### config.mk
export PLATFORM = sky130hd
export DESIGN_NAME = id_ex_hazard_stage
export DESIGN_NICKNAME = d
export VERILOG_FILES = /design/src/rtl/mips_pkg.sv /design/src/rtl/hazard_detect.sv /design/src/rtl/id_ex_hazard_stage.sv
export SDC_FILE = /design/constraint.sdc
export NUM_CORES = 1
export LEC_CHECK = 0
export CAP_MARGIN = 20
export CORE_ASPECT_RATIO = 0.5
export CORE_MARGIN = 2
export CORE_UTILIZATION = 45
export DETAILED_ROUTE_END_ITERATION = 10
export GPL_ROUTABILITY_DRIVEN = 0
export PLACE_DENSITY = 0.9
export SYNTH_ARGS = -nofsm -noshare
export SYNTH_HDL_FRONTEND = slang
export SYNTH_SLANG_ARGS = --single-unit
### constraint.sdc
create_clock -name i_clk -period 2.1 [get_ports i_clk]
set_input_delay 0.21 -clock i_clk [delete_from_list [all_inputs] [get_ports i_clk]]
set_output_delay 0.21 -clock i_clk [all_outputs]
set_load 0.03 [all_outputs]
### src/rtl/mips_pkg.sv
// Shared MIPS pipeline definitions: ALU op classes, default widths and the
// hard-wired zero register index.
package mips_pkg;

    localparam int LEN_DEF     = 32;
    localparam int NB_ADDR_DEF = 5;
    localparam int ZERO_REG    = 0;

    typedef enum logic [1:0] {
        ALU_ADD   = 2'b00,
        ALU_SUB   = 2'b01,
        ALU_RTYPE = 2'b10,
        ALU_IMM   = 2'b11
    } alu_op_e;

endpackage

### src/rtl/hazard_detect.sv
// Combinational hazard detection between the instruction in ID and the ones in EX/MEM.
// With MIPS_FORWARD_EN defined only load-use hazards stall; otherwise RAW on EX and MEM also stall.
module hazard_detect
    import mips_pkg::*;
#(
    parameter int NB_ADDR = NB_ADDR_DEF
) (
    input  logic               i_ex_mem_read,
    input  logic [NB_ADDR-1:0] i_ex_rt,
`ifndef MIPS_FORWARD_EN
    input  logic               i_ex_reg_write,
    input  logic [NB_ADDR-1:0] i_ex_dest,
    input  logic               i_mem_reg_write,
    input  logic [NB_ADDR-1:0] i_mem_dest,
`endif
    input  logic [NB_ADDR-1:0] i_id_rs,
    input  logic [NB_ADDR-1:0] i_id_rt,
    output logic               o_stall
);

    localparam logic [NB_ADDR-1:0] ZERO = NB_ADDR'(ZERO_REG);

    logic load_use;

    assign load_use = i_ex_mem_read && (i_ex_rt != ZERO) &&
                      ((i_ex_rt == i_id_rs) || (i_ex_rt == i_id_rt));

`ifdef MIPS_FORWARD_EN
    assign o_stall = load_use;
`else
    logic ex_raw;
    logic mem_raw;

    // Write-back never stalls: the register file writes on the falling edge.
    assign ex_raw  = i_ex_reg_write && (i_ex_dest != ZERO) &&
                     ((i_ex_dest == i_id_rs) || (i_ex_dest == i_id_rt));
    assign mem_raw = i_mem_reg_write && (i_mem_dest != ZERO) &&
                     ((i_mem_dest == i_id_rs) || (i_mem_dest == i_id_rt));
    assign o_stall = load_use || ex_raw || mem_raw;
`endif

endmodule

### src/rtl/id_ex_hazard_stage.sv
// ID/EX pipeline register with bubble insertion on stall/flush and a saturating stall counter.
// Build option: MIPS_FORWARD_EN restricts stalls to load-use hazards.
module id_ex_hazard_stage
    import mips_pkg::*;
#(
    parameter int LEN     = LEN_DEF,
    parameter int NB_ADDR = NB_ADDR_DEF,
    parameter int NB_CNT  = 32
) (
    input  logic               i_clk,
    input  logic               i_rst,
    input  logic               i_enable,
    input  logic               i_flush,
    input  logic [NB_ADDR-1:0] i_rs,
    input  logic [NB_ADDR-1:0] i_rt,
    input  logic [NB_ADDR-1:0] i_rd,
    input  logic [LEN-1:0]     i_imm,
    input  logic               i_reg_write,
    input  logic               i_mem_read,
    input  logic               i_mem_write,
    input  logic               i_mem_to_reg,
    input  logic               i_alu_src,
    input  logic               i_reg_dst,
    input  logic [1:0]         i_alu_op,
    input  logic               i_mem_reg_write,
    input  logic [NB_ADDR-1:0] i_mem_dest,
    output logic               o_reg_write,
    output logic               o_mem_read,
    output logic               o_mem_write,
    output logic               o_mem_to_reg,
    output logic               o_alu_src,
    output logic [1:0]         o_alu_op,
    output logic [LEN-1:0]     o_imm,
    output logic [NB_ADDR-1:0] o_rs,
    output logic [NB_ADDR-1:0] o_rt,
    output logic [NB_ADDR-1:0] o_dest,
    output logic               o_stall,
    output logic [NB_CNT-1:0]  o_stall_count
);

    logic               reg_write_q, reg_write_d;
    logic               mem_read_q, mem_read_d;
    logic               mem_write_q, mem_write_d;
    logic               mem_to_reg_q, mem_to_reg_d;
    logic               alu_src_q, alu_src_d;
    logic [1:0]         alu_op_q, alu_op_d;
    logic [LEN-1:0]     imm_q, imm_d;
    logic [NB_ADDR-1:0] rs_q, rs_d;
    logic [NB_ADDR-1:0] rt_q, rt_d;
    logic [NB_ADDR-1:0] dest_q, dest_d;
    logic [NB_CNT-1:0]  stall_count_q, stall_count_d;
    logic               stall;

    hazard_detect #(
        .NB_ADDR (NB_ADDR)
    ) u_hazard_detect (
        .i_ex_mem_read   (mem_read_q),
        .i_ex_rt         (rt_q),
`ifndef MIPS_FORWARD_EN
        .i_ex_reg_write  (reg_write_q),
        .i_ex_dest       (dest_q),
        .i_mem_reg_write (i_mem_reg_write),
        .i_mem_dest      (i_mem_dest),
`endif
        .i_id_rs         (i_rs),
        .i_id_rt         (i_rt),
        .o_stall         (stall)
    );

    always_comb begin
        reg_write_d   = reg_write_q;
        mem_read_d    = mem_read_q;
        mem_write_d   = mem_write_q;
        mem_to_reg_d  = mem_to_reg_q;
        alu_src_d     = alu_src_q;
        alu_op_d      = alu_op_q;
        imm_d         = imm_q;
        rs_d          = rs_q;
        rt_d          = rt_q;
        dest_d        = dest_q;
        stall_count_d = stall_count_q;
        if (i_enable) begin
            // Data fields are captured even for a bubble; with all controls low they are inert.
            imm_d  = i_imm;
            rs_d   = i_rs;
            rt_d   = i_rt;
            dest_d = i_reg_dst ? i_rd : i_rt;
            if (i_flush || stall) begin
                reg_write_d  = 1'b0;
                mem_read_d   = 1'b0;
                mem_write_d  = 1'b0;
                mem_to_reg_d = 1'b0;
                alu_src_d    = 1'b0;
                alu_op_d     = ALU_ADD;
            end else begin
                reg_write_d  = i_reg_write;
                mem_read_d   = i_mem_read;
                mem_write_d  = i_mem_write;
                mem_to_reg_d = i_mem_to_reg;
                alu_src_d    = i_alu_src;
                alu_op_d     = i_alu_op;
            end
            if (stall && !i_flush && !(&stall_count_q)) begin
                stall_count_d = stall_count_q + 1'b1;
            end
        end
    end

    always_ff @(posedge i_clk) begin
        if (!i_rst) begin
            reg_write_q   <= 1'b0;
            mem_read_q    <= 1'b0;
            mem_write_q   <= 1'b0;
            mem_to_reg_q  <= 1'b0;
            alu_src_q     <= 1'b0;
            alu_op_q      <= '0;
            imm_q         <= '0;
            rs_q          <= '0;
            rt_q          <= '0;
            dest_q        <= '0;
            stall_count_q <= '0;
        end else begin
            reg_write_q   <= reg_write_d;
            mem_read_q    <= mem_read_d;
            mem_write_q   <= mem_write_d;
            mem_to_reg_q  <= mem_to_reg_d;
            alu_src_q     <= alu_src_d;
            alu_op_q      <= alu_op_d;
            imm_q         <= imm_d;
            rs_q          <= rs_d;
            rt_q          <= rt_d;
            dest_q        <= dest_d;
            stall_count_q <= stall_count_d;
        end
    end

    assign o_reg_write   = reg_write_q;
    assign o_mem_read    = mem_read_q;
    assign o_mem_write   = mem_write_q;
    assign o_mem_to_reg  = mem_to_reg_q;
    assign o_alu_src     = alu_src_q;
    assign o_alu_op      = alu_op_q;
    assign o_imm         = imm_q;
    assign o_rs          = rs_q;
    assign o_rt          = rt_q;
    assign o_dest        = dest_q;
    assign o_stall       = stall;
    assign o_stall_count = stall_count_q;

endmodule
### After elaboration in Yosys (flattened, before gate mapping)

Index checks and enable logic that the tools add are counted.

* multiplexer cells: 7
* equal/unequal tests: 6
* add/subtract/negate cells: 1
* reduce and logical (&&, ||, !) cells: 21

Operators with widths (count)
* $add 32x1->32 const B: 1
* $reduce_and 32->1: 1
* $eq 5x5->1: 6
* $reduce_bool 5->1: 3
* $logic_and 1x1->1: 8
* $logic_or 1x1->1: 6
* $mux 1: 5
* $mux 5: 1
* $logic_not 1->1: 2
* $mux 2: 1
* $reduce_and 2->1: 1

* logic and storage cells: 46
* bits of input ports: 65
* register bits after elaboration: 86
* output and inout bits: 87

### Depth between registers and ports, before layout

Gate-level depths: netlist (run 1).

* depth in word-level cells: 8
* depth in mapped cells: 9
* gate-level depth less buffers: 8

### Modules after synthesis

From an unflattened synthesis (run 1), not the netlist that was laid out.

* cells, all modules: 451
* area total of the unflattened synthesis: 4108.9 µm²

By module, submodules not included
* id_ex_hazard_stage: area each 3717.3 µm², seq. area each 1721.7 µm², cells an instance 402, times used 1
* hazard_detect: area each 391.6 µm², seq. area each 0.0 µm², cells an instance 49, times used 1

### Least setup slack after synthesis (run 1)

OpenSTA, ideal clock, no wires.

* kind: reg2reg
* start: register stall_count_q[6] (netlist: o_stall_count[6])
* end: register stall_count_q[26] (netlist: o_stall_count[26])
* period minus slack after synthesis: 2157 ps
* stages on the path, launching flop included: 7
* path slack: -57 ps
* data arrival time: 2087 ps
* library setup time: 70 ps
* path buffers: 0
* required time: 2030 ps
* cell sequence: dfxtp_1 -> nand4_4 -> nor4_4 -> and3_4 -> nand2_4 -> or4_1 -> a21oi_1

* word-level cells in the longest chain between the ends: 4
* elaborated cells on any way between the ends: 5
* classes of those cells: add/sub: 1; reduce/logical: 4

RTL lines
* start, declared: line id_ex_hazard_stage.sv:51 `logic [NB_CNT-1:0] stall_count_q, stall_count_d;`
* start signal, assigned: line id_ex_hazard_stage.sv:133 `stall_count_q <= stall_count_d;`
* branches (longest 4 deep; another with $add 32x1->32)

Several ways; the timed one is not identified.
A chain may end at the register's enable or synchronous reset.

### Worst setup path in the final report (run 1)

* start: register dest_q[3] (netlist: o_dest[3])
* end: output port o_stall

* word-level cells in the longest chain between the ends: 5
* elaborated cells on any way between the ends: 8
* classes of those cells: eq/ne: 2; reduce/logical: 6

RTL lines
* start, declared: line id_ex_hazard_stage.sv:50 `logic [NB_ADDR-1:0] dest_q, dest_d;`
* start signal, assigned: line id_ex_hazard_stage.sv:132 `dest_q <= dest_d;`
* $eq 5x5->1 / $reduce_bool 5->1 (equally long branches): line hazard_detect.sv:36, hazard_detect.sv:35
* $logic_or 1x1->1 / $logic_and 1x1->1 (equally long branches): line hazard_detect.sv:36, hazard_detect.sv:35
* $logic_and 1x1->1 (*): line hazard_detect.sv:35 `assign ex_raw = i_ex_reg_write && (i_ex_dest != ZERO) &&`
* $logic_or 1x1->1 (*) (2 in a row): line hazard_detect.sv:39 `assign o_stall = load_use || ex_raw || mem_raw;`
* end, declared: line id_ex_hazard_stage.sv:37 `output logic o_stall,`

Mark *: on every way between the ends. The rest lies on a longest branch, timed or not.

==> results.md, run 1 <==
- In the final layout, the share of cells above drive strength 1 is 17.0%.
- The region available for standard cell placement spans 8740 µm².
- The number of setup violations in the final report is 2.
- Setup repair after global routing could not meet its margin everywhere.
- The max-slew violation total from the final report is 0.
- The worst hold slack across all endpoints is 347 ps.
- The remaining routing DRC violations is 0.
- The count of input and output buffers is 151.
- The area added between synthesis and finish is 59.0%.
- The clock-pin slew of the registers on the worst-case setup and hold paths is 60 ps.
- Of all nets on the critical path, the largest fanout is 4.
- The number of clock buffers added by TritonCTS is 9.
- Max-cap violations in this run came to 0.
- From left edge to right edge, the die measures 138 µm.
- The filler cells instantiated in the layout total 581.
- The worst slew margin relative to its limit is 57.5%.
- The setup TNS after final layout is -23.4 ps.
- TritonCTS built the clock tree.
- The classification of the worst-slack hold path is input pin to flip-flop.
- The count of clock tree sinks is 86.
- CTS placed an instance of sky130_fd_sc_hd__clkbuf_16 at the clock tree root.
- The maximum clock rate is 471 MHz.
- The final worst-path setup slack is -23.2 ps.
- The number of endpoints with negative hold slack in the final report came to 0.
- The type of the setup path with the least slack is flip-flop to output pin.
- The number of buffers on the longest clock path is 2.
- The library cell used most frequently in the layout, excluding fill and tap cells, is sky130_fd_sc_hd__clkdlybuf4s50_1.
- The first global-routing pass estimated 19800 µm of wire.
- The vertical extent of the die is 71.2 µm.
- The final HPWL from detailed placement is 8440 µm.
- The total global routing track utilization is 24.8%.
- The placement row count is 24.
- Among all flip-flop cells after synthesis, the most frequent one is sky130_fd_sc_hd__dfxtp_1.
- At the pin with the least slew margin, the transition time is 638 ps.
- The number of flops mapped to enable cells by yosys is 0.
- The sequential fraction of the synthesis area is 42.3%.
- Dividing total power by cell area gives a power density of 669 nW/µm².
- The number of vias after detailed routing is 4014.
- For the worst-skew pair, the clock arrives at the later sink with an insertion delay of 340 ps.
- The run finished, with violations left.
- The total overflow left after global routing is 0.
- The async set-reset flop share out of synthesis is 0%.
- The via count of the first global-routing pass is 4058.
- The total wire length is 12300 µm.
- Pin placement for this block handled 152 I/O pins.
- The number of iterations in the first detailed-routing pass is 4.
- The overall die area is 9860 µm².
- Dividing the final minimum period by the clock period gives 101%.
- Entering global routing, the biggest net connects 60 pins.
- The maximum vdd ir drop is 0.384 mV.
- The library cells used most frequently in the layout, excluding fill and tap cells, are sky130_fd_sc_hd__clkdlybuf4s50_1 (143), sky130_fd_sc_hd__dfxtp_1 (78), sky130_fd_sc_hd__mux2i_1 (65).
- After the first detailed-routing iteration, the DRC count stood at 272.
- The number of nets in the synthesized netlist is 507.
- The average footprint of a synthesized cell is 9.22 µm².
- The clock period minus final worst setup slack is 2120 ps.
- The post-synthesis instance area is 4070 µm².
- Measured on the finished design, the core utilization comes to 74.0%.
- The detail route stage leaves a number of antenna-violating nets equal to 0.
- In the final design database the tool counted 690 nets.
- The startpoint type of the worst setup path is a flip-flop.
- The count of unique library cells instantiated by Yosys is 45.
- For this run, the number of Yosys warnings is 0.
- The initial antenna violation count was 1.
- The starting density of the core is 46.5%.
- Data on the critical path is required at its endpoint by 1890 ps.
- The checks that failed: setup timing.
- In the synthesized netlist, the number of instances is 441.
- The H-tree was split into 3 levels.
- Dividing the detail-routed wire length by the instance count gives 16.5 µm.
- The leakage power of the design is 2.57 nW.
- After clock tree synthesis, the setup repair step added 0 buffers.
- The flip-flop and latch count after synthesis is 86.
- STA classifies the critical path endpoint as an output pin.
- Data arrives at the worst endpoint at 1910 ps.
- The post-route clock skew is 8.19 ps.
- The total of hold buffers inserted after clock tree synthesis is 0.
- Using the TritonRoute via totals, the vias-per-cell ratio works out to 5.37.
==> worst paths after layout <==
check / startpoint / endpoint / slack (ps) / depth (start not counted)
setup / recovery: o_dest[3] / o_stall / -20 / 6
hold / removal: i_rs[2] / o_rs[2] / 350 / 3
setup reg to reg: o_dest[3] / o_stall_count[2] / 0 / 8
hold reg to reg: o_alu_op[0] / o_alu_op[0] / 480 / 1
==> routing by layer <==
layer	share of wire (%)	track usage [%]	up-vias
met5	0	0	-
met4	3.3	11.5	0
met3	5.7	7.62	41
met2	51	43.0	135
met1	40	28.8	1909
li1	-	-	1929
==> through the flow <==
stage | area (µm²) | worst slack, ps | total power (W) | instances
4_1_cts | 6340 | -26.6 | 0.00434 | 746
6_report | 6470 | -23.2 | 0.00433 | 747
3_3_place_gp | 5970 | -403 | 0.00245 | 730
2_1_floorplan | 4070 | 2.75 | 0.00212 | 441
5_1_grt | 6460 | -93.6 | 0.00447 | 746
3_5_place_dp | 5970 | -460 | 0.00247 | 730
==> critical path, stage by stage, from the launching register on <==
cell                      delay (ps)
sky130_fd_sc_hd__dfxtp_2         350
sky130_fd_sc_hd__or4_4           540
sky130_fd_sc_hd__o21ai_2         160
sky130_fd_sc_hd__a21oi_2          60
sky130_fd_sc_hd__nor3_4          250
sky130_fd_sc_hd__inv_2            80
sky130_fd_sc_hd__buf_6           140
==> report_power, final <==
group	internal (W)	total [W]	switching, W
registers	0.00169	0.00174	0.0000449
clock network	0.00120	0.00186	0.000666
logic	0.000362	0.000726	0.000364
==> cells by family after synthesis <==
group           count (synthesis)  synth area share [%]
mux                            65                  16.0
simple gates                  183                  24.1
flops                          86                  42.3
fa+ha+maj                       1                 0.308
buf+inv                        29                  3.14
compound gates                 47                  7.63
xor+xnor                       30                  6.46
==> area by class of cell <==
cell class | instances | area [µm²] | share of cell area (%)
Antenna cell | 1 | 2.50 | 0.0387
Clock buffer | 11 | 243 | 3.75
Clock inverter | 5 | 106 | 1.64
Inverter | 3 | 11.3 | 0.174
Multi-Input combinational cell | 326 | 2320 | 35.8
Sequential cell | 86 | 1730 | 26.8
Tap cell | 117 | 146 | 2.26
Timing Repair Buffer | 198 | 1910 | 29.5
==> Yosys cell counts (9+ instances only) <==
master                     count  area (µm²)
sky130_fd_sc_hd__xor2_1       18         158
sky130_fd_sc_hd__o21ai_0       9        45.0
sky130_fd_sc_hd__nand2b_1     19         119
sky130_fd_sc_hd__clkbuf_1     18        67.6
sky130_fd_sc_hd__nand2_1      33         124
sky130_fd_sc_hd__dfxtp_1      86        1720
sky130_fd_sc_hd__a21oi_1      15        75.1
sky130_fd_sc_hd__nand3_1      19        95.1
sky130_fd_sc_hd__nor3_1       17        85.1
sky130_fd_sc_hd__xnor2_1      12         105
sky130_fd_sc_hd__nor2_1       49         184
sky130_fd_sc_hd__mux2i_1      65         651
==> repair_timing <==
action	in CTS	in global routing
setup endpoints to repair	34	39
resized for setup	16	32
pin swaps	2	3
No activity file was read; power rests on OpenSTA's default activity.
==> run 2, diff against run 1 <==
--- a/config.mk
+++ b/config.mk
@@ -11,6 +11,7 @@
 export CORE_UTILIZATION = 45
 export DETAILED_ROUTE_END_ITERATION = 10
 export GPL_ROUTABILITY_DRIVEN = 0
+export HOLD_SLACK_MARGIN = 0.06
 export PLACE_DENSITY = 0.9
 export SYNTH_ARGS = -nofsm -noshare
 export SYNTH_HDL_FRONTEND = slang
==> results of run 2 <==
The final DEF is identical to that of run 1; final timing and power are the same.
==> run 3, diff against run 2 <==
--- a/config.mk
+++ b/config.mk
@@ -6,13 +6,14 @@
 export NUM_CORES = 1
 export LEC_CHECK = 0
 export CAP_MARGIN = 20
-export CORE_ASPECT_RATIO = 0.5
 export CORE_MARGIN = 2
 export CORE_UTILIZATION = 45
 export DETAILED_ROUTE_END_ITERATION = 10
 export GPL_ROUTABILITY_DRIVEN = 0
 export HOLD_SLACK_MARGIN = 0.06
 export PLACE_DENSITY = 0.9
+export SKIP_CTS_REPAIR_TIMING = 1
+export SKIP_LAST_GASP = 1
 export SYNTH_ARGS = -nofsm -noshare
 export SYNTH_HDL_FRONTEND = slang
 export SYNTH_SLANG_ARGS = --single-unit
==> results.md, run 3 (synthesis results as in run 1) <==
- The initial antenna violation count is 1.
- Leaving out fill and tap cells, the most frequent cells in the layout are sky130_fd_sc_hd__clkdlybuf4s50_1 (146), sky130_fd_sc_hd__dfxtp_1 (80), sky130_fd_sc_hd__mux2i_1 (65).
- The number of endpoints with negative hold slack in the final report is 0.
- The total wire length is 13000 µm.
- The I/O pin total is 152.
- The run finished, with violations left.
- For this block, the initial DRC count from the detailed router was 181.
- The remaining routing DRC violations is 0.
- The maximum clock rate is 449 MHz.
- The arrival time reported for the critical path endpoint is 2500 ps.
- The horizontal extent of the die is 99.1 µm.
- The die is 99.1 µm tall.
- The final critical path takes up 106% of the cycle.
- The classification of the worst-slack hold path is input pin to flip-flop.
- After detailed routing, the number of vias per cell comes to 5.48.
- Counting both buffers and inverters, the worst setup path holds a total of 2.
- The number of iterations in the first detailed-routing pass is 4.
- The leakage power of the design is 2.68 nW.
- The worst slew margin relative to its limit is 48.2%.
- The startpoint type of the worst setup path is an input pin.
- The CTS buffer count is 9.
- Counting along the longest clock path gives a buffer depth of 2.
- For the pin with the worst max-slew slack, the measured transition is 777 ps.
- The count of clock tree sinks is 86.
- Entering global routing, the biggest net connects 54 pins.
- Clock-pin slew was measured on the worst setup and hold paths at 90 ps.
- The signal on the critical path passes through clkdlybuf4s50_1 -> xor2_1 -> nor3_2 -> nand3_1 -> a21oi_2 -> nor3_4 -> buf_12 -> or4_1 -> a21oi_1.
- In this run the worst path has a maximum fanout of 14.
- The placeable core area is 8760 µm².
- The count of maximum capacitance violations is 0.
- The final layout contains 699 nets.
- The type of the setup path with the least slack is input pin to flip-flop.
- The global-route wire length before repair is 19300 µm.
- The total overflow left after global routing is 0.
- The clock root buffer is sky130_fd_sc_hd__clkbuf_8.
- In this run the tool buffered the top-level ports with 151 buffer cells.
- The average wire per standard cell is 17.4 µm.
- The category of the worst setup path capture point is a flip-flop.
- The maximum vdd ir drop is 0.411 mV.
- The clock insertion delay at the later pin of the skew report is 340 ps.
- The final antenna-violating net count is 0.
- The flop-to-flop setup slack is -120 ps.
- The checks that failed: setup timing.
- The via count of the first global-routing pass is 4167.
- Global routing used 24.2% of the available tracks across all layers.
- The max-slew violation total from the final report was 0.
- The cell area power density is 551 nW/µm².
- The final worst-path setup slack is -130 ps.
- The placement row count is 34.
- Across the routed clock network, the largest skew measured is 14.9 ps.
- Detailed placement finished with a half-perimeter wire length of 9180 µm.
- The top cell family by delay on the critical path is simple AND/OR/NAND/NOR gates.
- The placed cell count is 723.
- The area added between synthesis and finish is 60.3%.
- Across all layers, the routed design uses 4095 vias.
- For this design, the slowest cell found on the critical path is sky130_fd_sc_hd__clkdlybuf4s50_1.
- The most common cell after layout, fill and taps aside is sky130_fd_sc_hd__clkdlybuf4s50_1.
- The clock period minus final worst setup slack is 2230 ps.
- The number of setup violations in the final report is 21.
- The CTS tree is yes.
- The die covers 9810 µm².
- The number of H-tree levels is 3.
- For this run, the share of the core covered by cells in the final layout is 74.4%.
- Once the floorplan was initialized, standard cells occupied 46.4% of the core.
- Setup repair after global routing could not meet its margin everywhere.
- Data on the critical path is required at its endpoint by 2370 ps.
- The count of cells in the finished layout, fillers not included, comes to 747.
- Cells with a size suffix above 1 make up 19.3% of the layout.
- In this design, the stage delay of the slowest critical-path cell is 540 ps.
[run 3: power by group]
| group | switching, W | total, W | internal, W |
|---|---|---|---|
| Sequential | 0.0000400 | 0.00173 | 0.00169 |
| Combinational | 0.000390 | 0.000770 | 0.000380 |
| Clock | 0.000619 | 0.00109 | 0.000470 |
| Total | 0.00105 | 0.00359 | 0.00254 |
[run 3: worst register-to-register path, delay by kind of cell (launching register included)]
| family | cells | cell delay [ps] |
|---|---|---|
| XOR/XNOR | 1 | 150 |
| AO/OA/AOI/OAI | 2 | 390 |
| AND/OR/NAND/NOR | 4 | 960 |
| flip-flops | 1 | 340 |
| buffers and inverters | 2 | 300 |
[run 3: path summary, 6_finish.rpt]
| check | depth (start not counted) | end | from |
|---|---|---|---|
| setup / recovery | 9 | o_stall_count[30] | i_rs[4] |
| hold / removal | 3 | o_rt[0] | i_rt[0] |
| setup reg to reg | 9 | o_stall_count[30] | o_dest[4] |
| hold reg to reg | 2 | o_stall_count[19] | o_stall_count[19] |
[run 3: area by class of cell]
type                    count  area, µm²
inverters                   3       11.3
repair buffers            207       1990
diodes                      1       2.50
flip-flops and latches     86       1730
well taps                 108        135
multi-input cells         326       2460
clock inverters             6       43.8
fillers                   587       2250
clock buffers              10        138
[run 3: layer usage]
metal / GRT usage (%) / vias to the layer above / wire (µm)
li1: - / 1943 / -
met1: 27.6 / 1939 / 4870
met2: 41.2 / 173 / 6660
met3: 7.59 / 40 / 1010
met4: 11.4 / 0 / 444
met5: 0 / - / 0
[run 3: through the flow]
stage	worst slack (ps)	TNS, ps	hold WS, ps	total power, W	cell area, µm²
finish	-130	-1320	350	0.00359	6520
global placement	-429	-11960	460	0.00246	5980
floorplan	2.75	0	343	0.00212	4070
detailed placement	-543	-16560	463	0.00249	5980
global route	-221	-3550	379	0.00373	6520
CTS	-533	-3910	461	0.00357	6160
